**src/rtl/disp_wta_decode_if.sv**
```systemverilog
// disp_wta_decode_if: packed-word input stream and disparity/cost result stream
interface disp_wta_decode_if #(parameter int DW = 8);
  logic          in_valid;
  logic          in_ready;
  logic          in_sof;
  logic [8:0]    in_data;
  logic          out_valid;
  logic          out_ready;
  logic [DW-1:0] disp_out;
  logic [4:0]    cost_out;
  modport master(output in_valid, in_sof, in_data, out_ready,
                 input  in_ready, out_valid, disp_out, cost_out);
  modport slave(input  in_valid, in_sof, in_data, out_ready,
                output in_ready, out_valid, disp_out, cost_out);
endinterface

```
**src/rtl/disp_wta_decode.sv**
```systemverilog
// disp_wta_decode: reduces per-chunk comparator winner words into one WTA disparity per pixel.
// Define DISP_COST_CHECK_EN to mark results whose cost exceeds MAX_COST with an all-ones disparity.
module disp_wta_decode #(
  parameter int         CHUNKS   = 16,
  parameter int         DW       = 8,
  parameter logic [4:0] MAX_COST = 5'd24
) (
  input logic               clk,
  input logic               rst,
  disp_wta_decode_if.slave  bus
);
  localparam int CW = CHUNKS > 1 ? $clog2(CHUNKS) : 1;
  localparam logic [CW-1:0] LAST = CW'(CHUNKS - 1);
`ifdef DISP_COST_CHECK_EN
  localparam bit CHECK = 1'b1;
`else
  localparam bit CHECK = 1'b0;
`endif
  typedef enum logic {IDLE, ACC} state_t;
  state_t        state_q, state_d;
  logic [CW-1:0] chunk_cnt_q, chunk_cnt_d;
  logic [4:0]    best_cost_q, best_cost_d;
  logic [DW-1:0] best_disp_q, best_disp_d;
  logic          out_valid_q, out_valid_d;
  logic [DW-1:0] disp_q, disp_d;
  logic [4:0]    cost_q, cost_d;
  logic          accept, last, better;
  logic [CW-1:0] chunk;
  logic [4:0]    cost, win_cost;
  logic [DW-1:0] cand, win_disp;
  logic          unused_rsvd;
  assign unused_rsvd   = ^bus.in_data[8:7];
  assign bus.in_ready  = !out_valid_q || bus.out_ready;
  assign bus.out_valid = out_valid_q;
  assign bus.disp_out  = disp_q;
  assign bus.cost_out  = cost_q;
  always_comb begin
    accept      = bus.in_valid && bus.in_ready;
    chunk       = bus.in_sof ? '0 : chunk_cnt_q;
    last        = chunk == LAST;
    cost        = bus.in_data[6:2];
    cand        = DW'({chunk, bus.in_data[0], bus.in_data[1]});
    // a pixel's first beat (IDLE or sof restart) always wins; later beats need strictly lower cost
    better      = bus.in_sof || state_q == IDLE || cost < best_cost_q;
    win_cost    = better ? cost : best_cost_q;
    win_disp    = better ? cand : best_disp_q;
    state_d     = accept ? (last ? IDLE : ACC) : state_q;
    chunk_cnt_d = accept ? (last ? '0 : chunk + CW'(1)) : chunk_cnt_q;
    best_cost_d = accept ? win_cost : best_cost_q;
    best_disp_d = accept ? win_disp : best_disp_q;
    out_valid_d = (accept && last) || (out_valid_q && !bus.out_ready);
    cost_d      = (accept && last) ? win_cost : cost_q;
    disp_d      = (accept && last) ? ((CHECK && win_cost > MAX_COST) ? '1 : win_disp) : disp_q;
  end
  always_ff @(posedge clk or negedge rst) begin
    if (!rst) begin
      state_q     <= IDLE;
      chunk_cnt_q <= '0;
      best_cost_q <= 5'h1F;
      best_disp_q <= '0;
      out_valid_q <= 1'b0;
      disp_q      <= '0;
      cost_q      <= '0;
    end else begin
      state_q     <= state_d;
      chunk_cnt_q <= chunk_cnt_d;
      best_cost_q <= best_cost_d;
      best_disp_q <= best_disp_d;
      out_valid_q <= out_valid_d;
      disp_q      <= disp_d;
      cost_q      <= cost_d;
    end
  end
endmodule

```
**src/flat_wrapper.sv**
```systemverilog
// flat-port wrapper written by rule: the top's interface ports become plain ports
module disp_wta_decode_flat 
#(
  parameter int         CHUNKS   = 16,
  parameter int         DW       = 8,
  parameter logic [4:0] MAX_COST = 5'd24
)
  (clk, rst, bus_in_valid, bus_in_sof, bus_in_data, bus_out_ready, bus_in_ready, bus_out_valid, bus_disp_out, bus_cost_out);
  disp_wta_decode_if #(.DW(DW)) bus_i ();
  input logic clk;
  input logic rst;
  input wire logic [$bits(bus_i.in_valid)-1:0] bus_in_valid;
  input wire logic [$bits(bus_i.in_sof)-1:0] bus_in_sof;
  input wire logic [$bits(bus_i.in_data)-1:0] bus_in_data;
  input wire logic [$bits(bus_i.out_ready)-1:0] bus_out_ready;
  output wire logic [$bits(bus_i.in_ready)-1:0] bus_in_ready;
  output wire logic [$bits(bus_i.out_valid)-1:0] bus_out_valid;
  output wire logic [$bits(bus_i.disp_out)-1:0] bus_disp_out;
  output wire logic [$bits(bus_i.cost_out)-1:0] bus_cost_out;
  assign bus_i.in_valid = bus_in_valid;
  assign bus_i.in_sof = bus_in_sof;
  assign bus_i.in_data = bus_in_data;
  assign bus_i.out_ready = bus_out_ready;
  assign bus_in_ready = bus_i.in_ready;
  assign bus_out_valid = bus_i.out_valid;
  assign bus_disp_out = bus_i.disp_out;
  assign bus_cost_out = bus_i.cost_out;
  disp_wta_decode #(.CHUNKS(CHUNKS), .DW(DW), .MAX_COST(MAX_COST)) u_core (.clk(clk), .rst(rst), .bus(bus_i));
endmodule
```
**config.mk**
```make
export PLATFORM = sky130hd
export DESIGN_NAME = disp_wta_decode_flat
export DESIGN_NICKNAME = d
export VERILOG_FILES = /design/src/rtl/disp_wta_decode_if.sv /design/src/rtl/disp_wta_decode.sv /design/src/flat_wrapper.sv
export SDC_FILE = /design/constraint.sdc
export NUM_CORES = 1
export LEC_CHECK = 0
export CAP_MARGIN = 20
export CORE_MARGIN = 3
export CORE_UTILIZATION = 56
export DETAILED_ROUTE_END_ITERATION = 8
export PLACE_DENSITY_LB_ADDON = 0.12
export REMOVE_ABC_BUFFERS = 1
export SYNTH_ARGS = -nofsm -noshare
export SYNTH_HDL_FRONTEND = slang
export SYNTH_SLANG_ARGS = --single-unit
```
**constraint.sdc**
```tcl
create_clock -name clk -period 6.06 [get_ports clk]
set_input_delay 0.909 -clock clk [delete_from_list [all_inputs] [get_ports clk]]
set_output_delay 0.909 -clock clk [all_outputs]
set_load 0.01 [all_outputs]
```
=== Word level (Yosys, flattened, before mapping) ===
Cells that the tools add are included.

* Output and inout port bits: 15
* Bits of input ports: 14
* Bits in registers: 32
* Word-level logic and storage cells: 25

* Bitwise logic cells: 1
* Equal/unequal tests: 1
* Order comparisons: 1
* Reduce and logical (&&, ||, !) cells: 9
* Mux-type cells: 5
* Add/sub/neg operators: 1

{| class="wikitable"
|+ Operator list
! operator !! number
|-
| 4-bit two-way mux || 2
|-
| 8-bit two-way mux || 1
|-
| 5-bit < comparator || 1
|-
| 5-bit two-way mux || 1
|-
| 4-bit by 1-bit adder with 4-bit output, second input constant || 1
|-
| 4-bit equality test, second input constant || 1
|-
| 1-bit logical OR || 4
|-
| 1-bit logical AND || 3
|-
| 1-bit zero test || 2
|-
| 1-bit two-way mux || 1
|-
| 1-bit inverter || 1
|}

=== Logic depth before layout (Yosys ltp) ===
Gate-level depths: netlist of the first run.

* Depth in word-level cells: 5
* Mapped depth: 8
* Mapped depth without buffers: 6

=== Least setup slack after synthesis of the first run ===
OpenSTA, ideal clock, no wires.

* Kind: input -> register
* Start point: input bus_in_data[6]
* End point: register u_core.best_disp_q[0]
* Path slack: 3,747 ps
* Required time: 5,935 ps
* Setup time: 125 ps
* Arrival time: 2,188 ps
* Stages: 6
* Path through: ha_1 -> a21oi_1 -> or2_4 -> o2111a_2 -> buf_6 -> mux2_4

* Word-level cells in the longest chain between the ends: 3

{| class="wikitable"
|+ RTL lines
! what !! line !! source
|-
| from (decl) || flat_wrapper.sv:14 || <nowiki>input wire logic [$bits(bus_i.in_data)-1:0] bus_in_data;</nowiki>
|-
| 5-bit < comparator || disp_wta_decode.sv:44 || <nowiki>better = bus.in_sof || state_q == IDLE || cost < best_cost_q;</nowiki>
|-
| 1-bit logical OR || disp_wta_decode.sv:44 ||
|-
| 8-bit two-way mux || disp_wta_decode.sv:46 || <nowiki>win_disp = better ? cand : best_disp_q;</nowiki>
|-
| to (signal assigned) || disp_wta_decode.sv:68 || <nowiki>best_disp_q <= best_disp_d;</nowiki>
|-
| to (decl) || disp_wta_decode.sv:23 || <nowiki>logic [DW-1:0] best_disp_q, best_disp_d;</nowiki>
|}

Every way passes these cells.
A chain may end at the register's enable or synchronous reset.

=== Worst setup path in the final report of the first run ===
* Start point: input bus_out_ready
* End point: output bus_in_ready

* Word-level cells in the longest chain between the ends: 1

{| class="wikitable"
|+ RTL lines
! what !! line !! source
|-
| from (decl) || flat_wrapper.sv:15 || <nowiki>input wire logic [$bits(bus_i.out_ready)-1:0] bus_out_ready;</nowiki>
|-
| 1-bit logical OR || disp_wta_decode.sv:33 || <nowiki>assign bus.in_ready = !out_valid_q || bus.out_ready;</nowiki>
|-
| to (decl) || flat_wrapper.sv:16 || <nowiki>output wire logic [$bits(bus_i.in_ready)-1:0] bus_in_ready;</nowiki>
|}

Every way passes these cells.

==> results of run 1 <==
power breakdown:
part / internal, mW / leakage, nW / total [mW] / switching, mW
registers: 0.242 / 0.413 / 0.259 / 0.0173
clock network: 0.0572 / 0.0326 / 0.128 / 0.0704
logic: 0.0543 / 0.402 / 0.114 / 0.0595
total: 0.353 / 0.847 / 0.500 / 0.147
logic make-up (layout without fill, tap and decap cells):
family | count (synthesis) | in the layout | synth area share, %
adder cells (fa/ha/maj) | 5 | 5 | 3.77
AND/OR/NAND/NOR | 47 | 47 | 14.8
multiplexers | 13 | 13 | 10.5
buffers and inverters | 17 | 42 | 5.95
AO/OA/AOI/OAI | 38 | 38 | 16.4
flip-flops | 32 | 32 | 48.6
synth_stat cells:
cell type	n
a21oi_1	4
a22oi_1	2
a31oi_1	4
and2b_1	1
and2b_2	4
and3b_2	1
and4_1	1
buf_2	4
buf_6	4
clkbuf_1	2
dfrtp_1	27
dfstp_2	5
ha_1	5
inv_1	7
mux2_2	4
mux2_4	8
mux2i_1	1
nand2_1	24
nand2b_1	3
nand2b_4	1
nand3_1	1
nand4_1	1
nand4b_1	1
nor2_1	7
nor2b_1	1
o2111a_2	1
o2111ai_1	7
o211ai_1	9
o21a_1	2
o21ai_0	6
o31a_1	3
or2_4	1
critical path: stages:
cell and delay [ns]:
clkdlybuf4s50_1 0.45, nand2b_1 0.30, clkdlybuf4s50_1 0.60
registers in the layout (all words and copies together) (netlist names):
| name | flops |
|---|---|
| u_core.bus.out_valid | 1 |
| u_core.bus.cost_out | 5 |
| u_core.best_cost_q | 5 |
| u_core.state_q | 1 |
| u_core.best_disp_q | 8 |
| u_core.bus.disp_out | 8 |
| u_core.chunk_cnt_q | 4 |
per-layer routing:
metal  wire length, um  up-vias  GRT usage [%]
met5                 0        -              0
met4                89        0           13.6
met3               163        9           4.47
met2              1520       31           30.9
met1              1450      625           27.0
li1                  -      596              -
per-stage QoR:
stage / setup WS, ns / utilization (%) / area [um2] / hold slack [ns] / instances
floorplan: 3.54 / - / 1590 / 0.473 / 142
global placement: 2.81 / 68.2 / 1900 / 0.461 / 200
detailed placement: 2.78 / 68.2 / 1900 / 0.481 / 200
CTS: 2.89 / 70.3 / 1950 / 0.502 / 208
global route: 2.84 / 70.3 / 1950 / 0.536 / 208
finish: 2.88 / 70.3 / 1950 / 0.490 / 208
worst paths after layout:
path	endpoint	slack [ns]	depth (start not counted)
max	bus_in_ready	2.88	3
max reg2reg	u_core.best_disp_q[1]	3.61	5
min reg2reg	u_core.bus.disp_out[7]	0.49	2
min	u_core.bus.disp_out[7]	0.49	2
max in group asynchronous	u_core.best_cost_q[3]	4.79	2
min in group asynchronous	u_core.state_q	0.95	2
final cells by class:
class                           count  area, um2  share of cell area (%)
Clock buffer                        8       58.8                    3.01
Inverter                            7       26.3                    1.34
Multi-Input combinational cell    103        756                    38.7
Sequential cell                    32        807                    41.3
Tap cell                           31       38.8                    1.98
Timing Repair Buffer               27        268                    13.7
==> impl_metrics.ini, run 1 <==
[outcome]
outcome = completed

[logic_synthesis]
synth_top_area_share_pct = 40.7
ys_ff_latch = 32
synth_area_leaders = dfrtp_1, dfstp_2, mux2_4
syn-cell-area_um2 = 1660
yosysTopAreaCell = dfrtp_1
yosysSeqAreaShare_pct = 48.6
ys_types = 32
synth_cells = 152
syn_avg_cell_area_um2 = 10.9
yosys_warnings = 0

[final_layout]
fillers = 226
final_common_cell = dfrtp_1
final_cell_mix = dfrtp_1, clkdlybuf4s50_1, nand2_1, o211ai_1, mux2_4
nNetsFinal = 195
drive_gt1_share_pct = 18.1
syn_to_final_growth_pct = 17.6
n_antenna_cell = 0

[route]
drc = 0
drt_iter0_markers = 56
drt-total-wl_mm = 3.22
drt-wirelength-per-cell_um = 15.5
viasPerCell = 6.06
via_count = 1261
ant_nets = 0
drt_first_pass_iters = 4

[power_and_ir_drop]
power_mw = 0.500
vdd_ir_drop_max_uv = 223
powerDensity_nw_per_um2 = 256
p_leak_nw = 0.847

[timing]
rsz0062_at_grt = no
drv_slew = 0
tns_ns = 0
finalCritPeriodShare_pct = 52.4
hold_viol_final = 0
max_freq_mhz = 315
relSlewSlack_pct = 50.9
fin_crit_ns = 3.18
finClkSkew_ns = 0.00759
worst_pin_slew_ns = 0.736
setup_violations = 0

[global_route]
overflow = 0
gr-usage-all-layers_pct = 20.6
grt_pass1_wl_mm = 5.44
antenna_found_initial = 0
grt_pass1_vias = 1149
grt_max_degree = 33

[floorplanning]
core-area_um2 = 2780
die_y_um = 60.5
start_util_pct = 59.7
dieWidth_um = 60.5
rows = 19
design.portCount = 29
die-area_um2 = 3660

[cts]
insertion_delay_ns = 0.34
tritoncts = yes
cts.sinks = 32
htreeDepth = 2
cts_made_buffers = 5
postCtsHoldBufs = 0
max-clock-path-buffers = 2
cts_resized = 0
root_buffer = clkbuf_4
post_cts_buffers = 0
clkTransAtPathRegs_ns = 0.09

[worst_setup_path]
worst_ep_required_time_ns = 5.15
critPathArrivalTime_ns = 2.27
timing.rr.start = u_core.best_cost_q[4]
cp-end-kind = output pin
cp-startpoint = bus_out_ready
cp_max_fo = 9
critPathKind = in2out
start_kind = primary input

[min_path]
hp-start = u_core.bus.disp_out[7]
hp-class = reg2reg

[placed_design]
gp_congestion = 0.773
portBuffers = 26
place_hpwl_mm = 2.20

[flow_run]
cap_violations = 0
Note: power is estimated with default switching activity, not from simulation.
==> inputs of run 2 (changes only) <==
Settings changed: CORE_UTILIZATION 56 to 52.
Clock period 6.06 ns to 3 ns, I/O delays scaled along.
==> impl_metrics.ini, run 2 (synthesis gave the netlist of run 1 again) <==
[final_layout]
fillers = 242
n_antenna_cell = 0
drive_gt1_share_pct = 21.0
final_cell_mix = dfrtp_1, clkdlybuf4s50_1, nand2_1, o211ai_1, mux2_4
nNetsFinal = 199
final_common_cell = dfrtp_1
fin_area_um2 = 2020
instances_no_fill = 223
syn_to_final_growth_pct = 21.5

[min_path]
hp-class = in2async

[outcome]
outcome = completed

[cts]
max-clock-path-buffers = 2
cts_made_buffers = 5
tritoncts = yes
insertion_delay_ns = 0.34
post_cts_buffers = 0
clkTransAtPathRegs_ns = 0.11
root_buffer = clkbuf_4
cts_resized = 0
cts.sinks = 32
postCtsHoldBufs = 0
htreeDepth = 2

[timing]
max_freq_mhz = 443
finClkSkew_ns = 0.0170
worst_pin_slew_ns = 0.407
relSlewSlack_pct = 72.9
tns_ns = 0
rsz0062_at_grt = no
fin_crit_ns = 2.26
worst_hold_slack_ns = 0.491
hold_viol_final = 0
drv_slew = 0
setup_violations = 0
finalCritPeriodShare_pct = 75.3

[power_and_ir_drop]
vdd_ir_drop_max_uv = 353
powerDensity_nw_per_um2 = 542
p_leak_nw = 0.875
power_mw = 1.09

[placed_design]
postPlaceCellArea_um2 = 1940
placed_cells = 215
place_hpwl_mm = 2.30
gp_congestion = 0.836
portBuffers = 26

[worst_setup_path]
slowest_delay_ns = 0.49
critPathKind = in2reg
critPathArrivalTime_ns = 2.48
worst_ep_required_time_ns = 3.22
cp_slowest_cell = o2111a_2
critical_path.cell_chain = clkdlybuf4s50_1, ha_1, a21oi_1, or2_4, o2111a_2, mux2_4
cp-end-kind = register
cp_max_fo = 13
start_kind = primary input

[floorplanning]
dieWidth_um = 62.5
die-area_um2 = 3910
rows = 19
start_util_pct = 57.3
core-area_um2 = 2900
die_y_um = 62.5
design.portCount = 29

[route]
ant_nets = 0
drt_first_pass_iters = 4
drt-total-wl_mm = 3.26
via_count = 1237
drt-wirelength-per-cell_um = 14.6
drt_iter0_markers = 69
drc = 0
viasPerCell = 5.55

[global_route]
overflow = 0
gr-usage-all-layers_pct = 18.5
grt_max_degree = 33
antenna_found_initial = 0
grt_pass1_wl_mm = 5.84
grt_pass1_vias = 1298

[flow_run]
cap_violations = 0
-- run 2: changes by cell type in the layout (fill, tap and decap cells not counted) --
| cell | delta |
|---|---|
| buf_4 | +4 |
| clkbuf_1 | -2 |
| bufinv_16 | +1 |
| clkbuf_8 | -1 |
| clkinv_2 | +1 |
| clkinvlp_4 | +1 |
-- run 2: worst paths after layout --
path                                   startpoint                     end  slack (ns)  depth (start not counted)
setup / recovery                   bus_in_data[6]   u_core.best_disp_q[3]        0.74                          6
hold / removal                                rst   u_core.best_disp_q[6]        0.49                          2
setup reg to reg            u_core.best_cost_q[4]   u_core.best_disp_q[3]        0.76                          6
hold reg to reg            u_core.bus.cost_out[2]  u_core.bus.cost_out[2]        0.51                          2
max in group asynchronous                     rst   u_core.best_cost_q[0]        2.18                          2
min in group clk           u_core.bus.cost_out[2]  u_core.bus.cost_out[2]        0.51                          2
-- run 2: metrics by stage --
stage,util [%],setup slack (ns)
after floorplan,-,0.848
after global placement,66.9,0.425
after detailed placement,66.9,0.391
after CTS,69.6,0.757
after global routing,69.6,0.623
final,69.6,0.742
-- run 2: layer usage --
metal / GRT usage [%] / routed length [um]
met4: 6.89 / 36
met5: 0 / 0
met1: 23.6 / 1510
met3: 4.86 / 140
met2: 30.2 / 1570
-- run 2: cell type report --
class	instances	area, um2	share of cell area, %
Sequential cell	32	807	40.0
Multi-Input combinational cell	103	756	37.4
Timing Repair Buffer	31	298	14.7
Tap cell	42	52.6	2.60
Clock inverter	3	42.5	2.11
Clock buffer	5	37.5	1.86
Inverter	7	26.3	1.30
-- run 2: report_power, final --
group	switching, mW	total (mW)	internal, mW	leakage, nW
combinational	0.122	0.241	0.119	0.421
clock	0.156	0.329	0.174	0.0412
sequential	0.0361	0.524	0.488	0.413
-- run 2: critical path, delay by kind of cell --
| family | cells | cell delay (ns) |
|---|---|---|
| compound gates | 2 | 0.66 |
| buf+inv | 1 | 0.46 |
| mux | 1 | 0.34 |
| fa+ha+maj | 1 | 0.33 |
| simple gates | 1 | 0.22 |
